[src/rtl/alu_pkg.sv]
// Shared definitions for the ALU result path: op codes, data width and the
// buffered entry record.
package alu_pkg;

    localparam int unsigned ALU_W = 4;

    localparam logic [2:0] OP_ADD = 3'b000;
    localparam logic [2:0] OP_SUB = 3'b001;
    localparam logic [2:0] OP_AND = 3'b010;
    localparam logic [2:0] OP_OR  = 3'b011;
    localparam logic [2:0] OP_XOR = 3'b100;
    localparam logic [2:0] OP_NOT = 3'b101;
    localparam logic [2:0] OP_SHL = 3'b110;
    localparam logic [2:0] OP_SHR = 3'b111;

    typedef struct packed {
        logic [2:0]       sel;
        logic             carry;
        logic             zero;
        logic [ALU_W-1:0] result;
    } alu_entry_t;

    localparam int unsigned ENTRY_W = $bits(alu_entry_t);

endpackage

[src/rtl/alu_fifo_mem.sv]
// DEPTH-entry register array holding ALU result records; one write port and
// one combinational read port. Contents are not reset.
module alu_fifo_mem
    import alu_pkg::*;
#(
    parameter int unsigned DEPTH = 4,
    localparam int unsigned PTR_W = $clog2(DEPTH)
) (
    input  logic             clk,
    input  logic             wr_en,
    input  logic [PTR_W-1:0] wr_addr,
    input  alu_entry_t       wr_data,
    input  logic [PTR_W-1:0] rd_addr,
    output alu_entry_t       rd_data
);

    alu_entry_t [DEPTH-1:0] mem_q;
    alu_entry_t [DEPTH-1:0] mem_d;

    always_comb begin
        mem_d = mem_q;
        if (wr_en) begin
            mem_d[wr_addr] = wr_data;
        end
    end

    always_ff @(posedge clk) begin
        mem_q <= mem_d;
    end

    assign rd_data = mem_q[rd_addr];

endmodule

[src/rtl/alu_result_fifo.sv]
// First-word-fall-through buffer between the ALU and a stallable consumer;
// tags each result with a zero flag and counts carry-out events.
module alu_result_fifo
    import alu_pkg::*;
#(
    parameter int unsigned DEPTH = 4,
    parameter int unsigned CNT_W = 8
) (
    input  logic                   clk,
    input  logic                   rst,
    input  logic                   in_valid,
    output logic                   in_ready,
    input  logic [ALU_W-1:0]       in_result,
    input  logic                   in_carry,
    input  logic [2:0]             in_sel,
    output logic                   out_valid,
    input  logic                   out_ready,
    output logic [ALU_W-1:0]       out_result,
    output logic                   out_carry,
    output logic                   out_zero,
    output logic [2:0]             out_sel,
    output logic [$clog2(DEPTH):0] count,
    output logic [CNT_W-1:0]       carry_cnt
);

    localparam int unsigned PTR_W    = $clog2(DEPTH);
    localparam int unsigned OCC_W    = PTR_W + 1;
    localparam logic [OCC_W-1:0] FULL_LVL = OCC_W'(DEPTH);

    logic [PTR_W-1:0] wr_ptr_q, wr_ptr_d;
    logic [PTR_W-1:0] rd_ptr_q, rd_ptr_d;
    logic [OCC_W-1:0] count_q, count_d;
    logic [CNT_W-1:0] carry_cnt_q, carry_cnt_d;

    logic       push;
    logic       pop;
    alu_entry_t wr_entry;
    alu_entry_t head;

    // Flow control depends only on registered occupancy: a pop never frees a
    // slot for a push in the same cycle.
    assign in_ready  = (count_q != FULL_LVL);
    assign out_valid = (count_q != '0);
    assign push      = in_valid & in_ready;
    assign pop       = out_valid & out_ready;

    always_comb begin
        wr_entry        = '0;
        wr_entry.sel    = in_sel;
        wr_entry.carry  = in_carry;
        wr_entry.zero   = (in_result == '0);
        wr_entry.result = in_result;
    end

    always_comb begin
        wr_ptr_d    = wr_ptr_q;
        rd_ptr_d    = rd_ptr_q;
        count_d     = count_q;
        carry_cnt_d = carry_cnt_q;
        if (push) begin
            wr_ptr_d = wr_ptr_q + PTR_W'(1);
        end
        if (pop) begin
            rd_ptr_d = rd_ptr_q + PTR_W'(1);
        end
        if (push && !pop) begin
            count_d = count_q + OCC_W'(1);
        end else if (pop && !push) begin
            count_d = count_q - OCC_W'(1);
        end
        if (push && in_carry && (carry_cnt_q != '1)) begin
            carry_cnt_d = carry_cnt_q + CNT_W'(1);
        end
    end

    always_ff @(posedge clk) begin
        if (rst) begin
            wr_ptr_q    <= '0;
            rd_ptr_q    <= '0;
            count_q     <= '0;
            carry_cnt_q <= '0;
        end else begin
            wr_ptr_q    <= wr_ptr_d;
            rd_ptr_q    <= rd_ptr_d;
            count_q     <= count_d;
            carry_cnt_q <= carry_cnt_d;
        end
    end

    alu_fifo_mem #(
        .DEPTH (DEPTH)
    ) u_mem (
        .clk     (clk),
        .wr_en   (push),
        .wr_addr (wr_ptr_q),
        .wr_data (wr_entry),
        .rd_addr (rd_ptr_q),
        .rd_data (head)
    );

    // Head fields are forced to zero while empty so stale storage never leaks.
    always_comb begin
        out_result = '0;
        out_carry  = 1'b0;
        out_zero   = 1'b0;
        out_sel    = '0;
        if (out_valid) begin
            out_result = head.result;
            out_carry  = head.carry;
            out_zero   = head.zero;
            out_sel    = head.sel;
        end
    end

    assign count     = count_q;
    assign carry_cnt = carry_cnt_q;

endmodule

[config.mk]
export PLATFORM = sky130hd
export DESIGN_NAME = alu_result_fifo
export DESIGN_NICKNAME = d
export VERILOG_FILES = /design/src/rtl/alu_pkg.sv /design/src/rtl/alu_fifo_mem.sv /design/src/rtl/alu_result_fifo.sv
export SDC_FILE = /design/constraint.sdc
export NUM_CORES = 1
export LEC_CHECK = 0
export CAP_MARGIN = 0
export CELL_PAD_IN_SITES_DETAIL_PLACEMENT = 1
export CELL_PAD_IN_SITES_GLOBAL_PLACEMENT = 2
export CORE_MARGIN = 3
export CORE_UTILIZATION = 40
export DETAILED_ROUTE_END_ITERATION = 6
export PLACE_DENSITY_LB_ADDON = 0.1
export SLEW_MARGIN = 5
export SYNTH_ARGS = -nofsm -noshare
export SYNTH_HDL_FRONTEND = slang
export SYNTH_HIERARCHICAL = 1
export SYNTH_SLANG_ARGS = --single-unit
[constraint.sdc]
create_clock -name clk -period 4.9 [get_ports clk]
set_clock_uncertainty 0.15 [all_clocks]
set_input_delay 1.47 -clock clk [delete_from_list [all_inputs] [get_ports clk]]
set_output_delay 1.47 -clock clk [all_outputs]
set_load 0.005 [all_outputs]
# Word-level counts from Yosys, hierarchy flattened
# Cells that the tools add are included.
dict set report classes {
  n_reduce_logical 10
  order_cmp 3
  eq_ne 2
  add_sub_neg 5
  bitwise 2
  n_mux 11
}
# op count
set op_table {}
lappend op_table {{36-bit bitwise mux} 1}
lappend op_table {{9-bit binary-select mux with 2-bit select} 1}
lappend op_table {{9-bit demux with 2-bit select} 1}
lappend op_table {{9-bit two-way mux} 2}
lappend op_table {{3-bit two-way mux} 3}
lappend op_table {{8-bit by 1-bit adder with 8-bit output, second input constant} 1}
lappend op_table {{8-bit inequality test, second input constant} 1}
lappend op_table {{2-bit by 3-bit < comparator with 1-bit output, second input constant} 2}
lappend op_table {{1-bit logical AND} 5}
lappend op_table {{2-bit by 1-bit adder with 2-bit output, second input constant} 2}
lappend op_table {{4-bit zero test} 1}
lappend op_table {{4-bit two-way mux} 1}
lappend op_table {{3-bit by 1-bit adder with 3-bit output, second input constant} 1}
lappend op_table {{3-bit inequality test, second input constant} 1}
lappend op_table {{3-bit nonzero test} 1}
lappend op_table {{3-bit by 1-bit subtractor with 3-bit output, second input constant} 1}
lappend op_table {{1-bit bitwise AND} 2}
lappend op_table {{2-bit by 1-bit >= comparator with 1-bit output, second input constant} 1}
lappend op_table {{1-bit zero test} 2}
lappend op_table {{1-bit two-way mux} 2}
lappend op_table {{2-bit nonzero test} 1}
dict set report word_totals {
  word_cells 53
  inputBits 12
  output_inout_bits 22
  reg_bits 51
}

# Logic depth before layout (Yosys ltp)
# Gate-level depths: netlist of the first run.
dict set report logic_depth {
  ltp_word 6
  ltp_mapped 8
  ltp_nobuf 8
}

# Cells and area by module
# Netlist of the first run, hierarchy kept.
# module instances area_each_um2 seq_area_each_um2 cells_each
set by_module_without_submodules {}
lappend by_module_without_submodules {alu_fifo_mem 1 1331.3 1081.0 51}
lappend by_module_without_submodules {alu_result_fifo 1 822.0 300.3 94}

# Worst setup path before layout of the first run
# Ideal clock, no wire load.
dict set report synth_path {
  kind {input to register}
  start {input port in_valid}
  end {register count_q[2] (netlist: count[2])}
  setup_time_ns 0.071
  t_arrival_ns 2.893
  t_required_ns 4.679
  setup_slack_ns 1.787
  n_path_buf 0
  stages 7
  path_cell_list {and2_2 -> ha_1 -> inv_1 -> fa_1 -> xor2_1 -> or3_2 -> a21oi_1}
}
dict set report synth_via {
  elab_chain_cells 4
  elab_cells_between_ends 6
  classes_between {1 x mux; 1 x bitwise; 4 x reduce/logical}
}
# item line_no
set synth_lines {}
lappend synth_lines {{start, declared} alu_result_fifo.sv:11} ;# input logic in_valid,
lappend synth_lines {{1-bit bitwise AND (*)} alu_result_fifo.sv:44} ;# assign push = in_valid & in_ready;
lappend synth_lines {{1-bit zero test} alu_result_fifo.sv:68} ;# end else if (pop && !push) begin
lappend synth_lines {{1-bit logical AND} alu_result_fifo.sv:68}
lappend synth_lines {{2-bit nonzero test (no source line)} -}
lappend synth_lines {{end signal, assigned} alu_result_fifo.sv:85} ;# count_q <= count_d;
lappend synth_lines {{end, declared} alu_result_fifo.sv:32} ;# logic [OCC_W-1:0] count_q, count_d;
# Every way passes the cells marked *; elsewhere a longest branch is shown, timed or not.
# A chain may end at the register's enable or synchronous reset.

==> results.json, run 1 <==
{
  "cts.hold.buffers_added": 0,
  "clock_path_buffers": 2,
  "holdPathEnd": "count[2]",
  "antenna_found_initial": 0,
  "synth_top_family_by_area": "simple AND/OR/NAND/NOR gates",
  "die-area_mm2": 0.00630,
  "ir_drop_mv": 0.279,
  "worst_ep_arrival_time_ns": 2.28,
  "synth_fa_ha_area_frac": 0.0209,
  "grt_pass1_vias": 1431,
  "cts_root_buffer": "clkbuf_8",
  "syn_area_per_cell_um2": 14.9,
  "r2r-end": "count[2]",
  "start_kind": "flop",
  "grt_overflow": 0,
  "nets": 195,
  "grt_start_max_net_pins": 17,
  "drtPass1Iterations": 4,
  "syn_inst": 145,
  "diodes": 0,
  "yosysWarnings": 6,
  "row_count": 26,
  "post-route-period-util": 0.796,
  "cts.clk_slew.worst_paths_ns": 0.09,
  "rsz0062_at_grt": "false",
  "netlist-cell-type-count": 35,
  "end_kind": "output port",
  "tritoncts": "built",
  "insertion_delay_ns": 0.31,
  "seq_area_frac_synth": 0.641,
  "die_w_um": 79.4,
  "synth_flop_cell": "edfxtp_1",
  "drtAntennaViolNets": 0,
  "finalSetupViolations": 0,
  "placeableCoreArea_mm2": 0.00517,
  "syn_nets": 160,
  "holdCritStartpoint": "count[2]",
  "drt_wl_total_um": 4290,
  "ys_seq_elements": 51,
  "final_common_cell": "edfxtp_1",
  "dp_hpwl_um": 2940,
  "io-pin-count": 34,
  "maxSlewHeadroom": 0.521,
  "final_cell_count_no_fill": 251,
  "drive_gt1_frac": 0.138,
  "vias": 1321,
  "critPathMaxFanout": 11,
  "dp_cells": 243,
  "leakage_uw": 0.000854,
  "cts_setup_buffers": 0,
  "worst_slew_pin_slew_ns": 0.718,
  "detail_route.wl_per_cell_um": 17.1,
  "io_buffers": 33,
  "die_h_um": 79.4,
  "drv_cap": 0,
  "finalCriticalPeriod_ns": 3.90,
  "timing.fmax_mhz": 256,
  "ff2ff_setup_slack_ns": 2.17,
  "setup_tns_ns": 0,
  "synthMuxAreaShare": 0.0988,
  "viasPerCell": 5.26,
  "clock_sinks": 51,
  "hp-class": "flop to flop",
  "syn-cell-area_mm2": 0.00215,
  "r2r_start": "count[0]",
  "status": "finished clean",
  "power_density_mw_per_mm2": 470,
  "crit_type": "flop to output port",
  "postCtsResizedCells": 0,
  "worstRegToRegCells": 8,
  "mostFrequentLayoutCells": "36 x edfxtp_1, 33 x clkdlybuf4s50_1, 15 x dfxtp_1",
  "htreeDepth": 2,
  "area_delta_synth_final_pct": 21.7,
  "grt_pass1_wl_um": 7020,
  "synth-simple-area-share": 0.146,
  "numCtsBuffers": 5,
  "synth-compound-area-share": 0.0430,
  "hold_depth": 2,
  "required_ns": 3.28,
  "gp_congestion": 0.786,
  "drc_errors": 0,
  "synthArstFlopShare": 0,
  "report.final.slew_viol_count": 0,
  "hold_violations": 0,
  "synthXorXnorAreaFrac": 0.0244,
  "drt_iter0_markers": 97,
  "synth_edf_count": 36,
  "start_util": 0.416,
  "track_usage": 0.150,
  "fill_cells": 509
}
[cells in the mapped netlist (3+ instances only)]
cell type | number | area, um2
o21ai_0 | 3 | 15.0
o31ai_1 | 4 | 30.0
and2_1 | 9 | 56.3
nand2_1 | 5 | 18.8
nor2_1 | 7 | 26.3
dfxtp_1 | 15 | 300
a21oi_1 | 7 | 35.0
xor2_1 | 5 | 43.8
mux4_2 | 9 | 203
edfxtp_1 | 36 | 1080
nand3_1 | 5 | 25.0
buf_6 | 3 | 33.8
or4_1 | 3 | 22.5
nor3_1 | 3 | 15.0
and3_1 | 3 | 18.8
[cell families after synthesis]
kind of cell | Yosys count
xor+xnor | 6
flops | 51
simple gates | 51
compound gates | 16
mux | 10
fa+ha+maj | 3
buf+inv | 8
[sequential cells by signal, summed over array words and instances (netlist names)]
register / flops
wr_ptr_q: 2
count: 3
carry_cnt: 8
u_mem/mem_q: 36
rd_ptr_q: 2
[worst max-delay path, stage by stage, from the launching register on]
cell and delay (ns):
dfxtp_1 0.79, mux4_2 0.59, and2_1 0.15, clkdlybuf4s50_1 0.44
[layout make-up]
class                   instances  area [um2]  area share
multi-input cells              86         718       0.274
repair buffers                 34         338       0.129
well taps                      70        87.6      0.0334
clock inverters                 3        20.0     0.00764
inverters                       2        7.51     0.00286
flip-flops and latches         51        1380       0.527
clock buffers                   5        68.8      0.0263
[worst max-delay path by stage]
stage	depth (start not counted)	startpoint	end	slack, ns
3_3_place_gp	8	in_valid	count[2]	1.19
6_report	3	rd_ptr_q[0]	out_result[0]	1.0
2_1_floorplan	7	in_valid	count[2]	1.79
3_5_place_dp	8	in_valid	count[2]	1.05
5_1_grt	3	rd_ptr_q[0]	out_result[0]	0.81
4_1_cts	3	rd_ptr_q[0]	out_result[0]	0.89
[stage by stage]
stage / power [uW] / hold WS [ns] / worst slack, ns / utilization / area, um2
after detailed placement: 1020 / 0.375 / 1.05 / 0.490 / 2530
final: 1230 / 0.376 / 0.999 / 0.507 / 2620
after global routing: 1320 / 0.418 / 0.809 / 0.507 / 2620
after floorplan: 809 / 0.328 / 1.79 / - / 2150
after global placement: 1000 / 0.347 / 1.19 / 0.490 / 2530
after CTS: 1260 / 0.387 / 0.895 / 0.507 / 2620
[report_power, final]
part           switching, uW  leakage, uW  internal, uW
Combinational            158     0.000360           261
Sequential              54.7     0.000453           518
Clock                    142    0.0000402          99.5
[layer usage]
| layer | GRT usage | share of wire |
|---|---|---|
| met5 | 0 | 0 |
| met3 | 0.0406 | 0.048 |
| met1 | 0.181 | 0.43 |
| met4 | 0.0567 | 0.016 |
| met2 | 0.256 | 0.51 |
(Power assumes the default switching activity.)
==> inputs of run 2 (changes only) <==
--- a/config.mk
+++ b/config.mk
@@ -9,7 +9,7 @@
 export CELL_PAD_IN_SITES_DETAIL_PLACEMENT = 1
 export CELL_PAD_IN_SITES_GLOBAL_PLACEMENT = 2
 export CORE_MARGIN = 3
-export CORE_UTILIZATION = 40
+export CORE_UTILIZATION = 37
 export DETAILED_ROUTE_END_ITERATION = 6
 export PLACE_DENSITY_LB_ADDON = 0.1
 export SLEW_MARGIN = 5
==> constraint.sdc (replaced) <==
create_clock -name clk -period 3.99 [get_ports clk]
set_clock_uncertainty 0.15 [all_clocks]
set_input_delay 1.197 -clock clk [delete_from_list [all_inputs] [get_ports clk]]
set_output_delay 1.197 -clock clk [all_outputs]
set_load 0.005 [all_outputs]
==> run 2 against run 1 <==
Setup slack got worse by 0.40 ns. Hold slack improved by 0.015 ns. Total power up 24%. Cell area up 0.24%. Die area increased by 7.5%. Critical path depth up 1. Cell count is 1.2% higher. Non-clock buffer count rose by 1. Global-route usage rose by 0.18 points. First-iteration DRC count fell by 32%. Via count rose by 2.1%. Largest power group unchanged.
==> results.json, run 2 (synthesized netlist as in run 1, its figures left out) <==
{
  "status": "finished clean",
  "area_delta_synth_final_pct": 22.0,
  "power_density_mw_per_mm2": 582,
  "cts_root_buffer": "clkbuf_8",
  "hp-class": "flop to flop",
  "drt_wl_total_um": 4490,
  "insertion_delay_ns": 0.30,
  "numCtsBuffers": 5,
  "rsz0062_at_grt": "false",
  "dpl_worst_slack_ns": 0.464,
  "placeableCoreArea_mm2": 0.00557,
  "finalCriticalPeriod_ns": 3.40,
  "postCtsResizedCells": 0,
  "leakage_uw": 0.000860,
  "grt_pass1_wl_um": 7470,
  "die_w_um": 82.3,
  "cts.hold.buffers_added": 0,
  "worstRegToRegCells": 8,
  "setup_tns_ns": 0,
  "clock_sinks": 51,
  "crit_type": "flop to output port",
  "worst_ep_arrival_time_ns": 2.05,
  "io-pin-count": 34,
  "detail_route.wl_per_cell_um": 17.7,
  "die_h_um": 82.3,
  "start_util": 0.386,
  "die-area_mm2": 0.00677,
  "htreeDepth": 2,
  "vias": 1349,
  "final_cell_count_no_fill": 254,
  "dp_hpwl_um": 3010,
  "report.final.slew_viol_count": 0,
  "cts.clk_slew.worst_paths_ns": 0.09,
  "row_count": 27,
  "maxSlewHeadroom": 0.589,
  "required_ns": 2.64,
  "drc_errors": 0,
  "tritoncts": "built",
  "hold_violations": 0,
  "timing.fmax_mhz": 295,
  "clock_path_buffers": 2,
  "drtAntennaViolNets": 0,
  "track_usage": 0.152,
  "diodes": 0,
  "end_kind": "output port",
  "whs_ns": 0.391,
  "drive_gt1_frac": 0.137,
  "io_buffers": 33,
  "nets": 196,
  "drt_iter0_markers": 66,
  "mostFrequentLayoutCells": "36 x edfxtp_1, 33 x clkdlybuf4s50_1, 15 x dfxtp_1",
  "drv_cap": 0,
  "post-route-period-util": 0.851,
  "viasPerCell": 5.31,
  "dp_cells": 246,
  "largest_reg_flops": 36,
  "cts_setup_buffers": 0,
  "worst_slew_pin_slew_ns": 0.611,
  "critPathMaxFanout": 9,
  "timing.final.ws_setup_ns": 0.595,
  "antenna_found_initial": 0,
  "finalSetupViolations": 0,
  "ir_drop_mv": 0.404,
  "grt_pass1_vias": 1430,
  "hold_depth": 2,
  "grt_start_max_net_pins": 16,
  "top_register": "u_mem/mem_q",
  "start_kind": "flop",
  "gp_congestion": 0.737,
  "grt_overflow": 0,
  "drtPass1Iterations": 4,
  "final_common_cell": "edfxtp_1"
}
==> run 2: power breakdown <==
group	total (uW)	switching (uW)	internal, uW
clock	293	170	123
combinational	552	226	326
sequential	685	49.4	636
==> run 2: final timing paths <==
check / start / to / slack, ns
max: rd_ptr_q[0] / out_zero / 0.59
min: carry_cnt[4] / carry_cnt[4] / 0.39
max reg2reg: count[0] / count[2] / 1.22
min reg2reg: carry_cnt[4] / carry_cnt[4] / 0.39
==> run 2: per-stage QoR <==
step,instance area [um2],util,total power [uW]
after global routing,2630,0.471,1650
after detailed placement,2540,0.456,1260
after floorplan,2150,-,993
final,2630,0.471,1530
after CTS,2630,0.471,1550
after global placement,2540,0.456,1240
==> run 2: layout make-up <==
type | instances | area, um2
clock inverter | 2 | 12.5
multi-input combinational | 86 | 718
clock buffer | 6 | 72.6
sequential | 51 | 1380
inverter | 2 | 7.51
timing repair buffer | 35 | 345
tap | 72 | 90.1
fill | 570 | 2950
==> run 2: metal layers <==
metal | part of all wire | global-route usage
met5 | 0 | 0
met4 | 0.014 | 0.0498
met3 | 0.038 | 0.0369
met2 | 0.51 | 0.256
met1 | 0.44 | 0.191
==> run 2: critical path, stage by stage (launching register included) <==
cell	delay, ns
dfxtp_1	0.38
buf_4	0.25
mux4_2	0.51
and2_1	0.17
clkdlybuf4s50_1	0.44
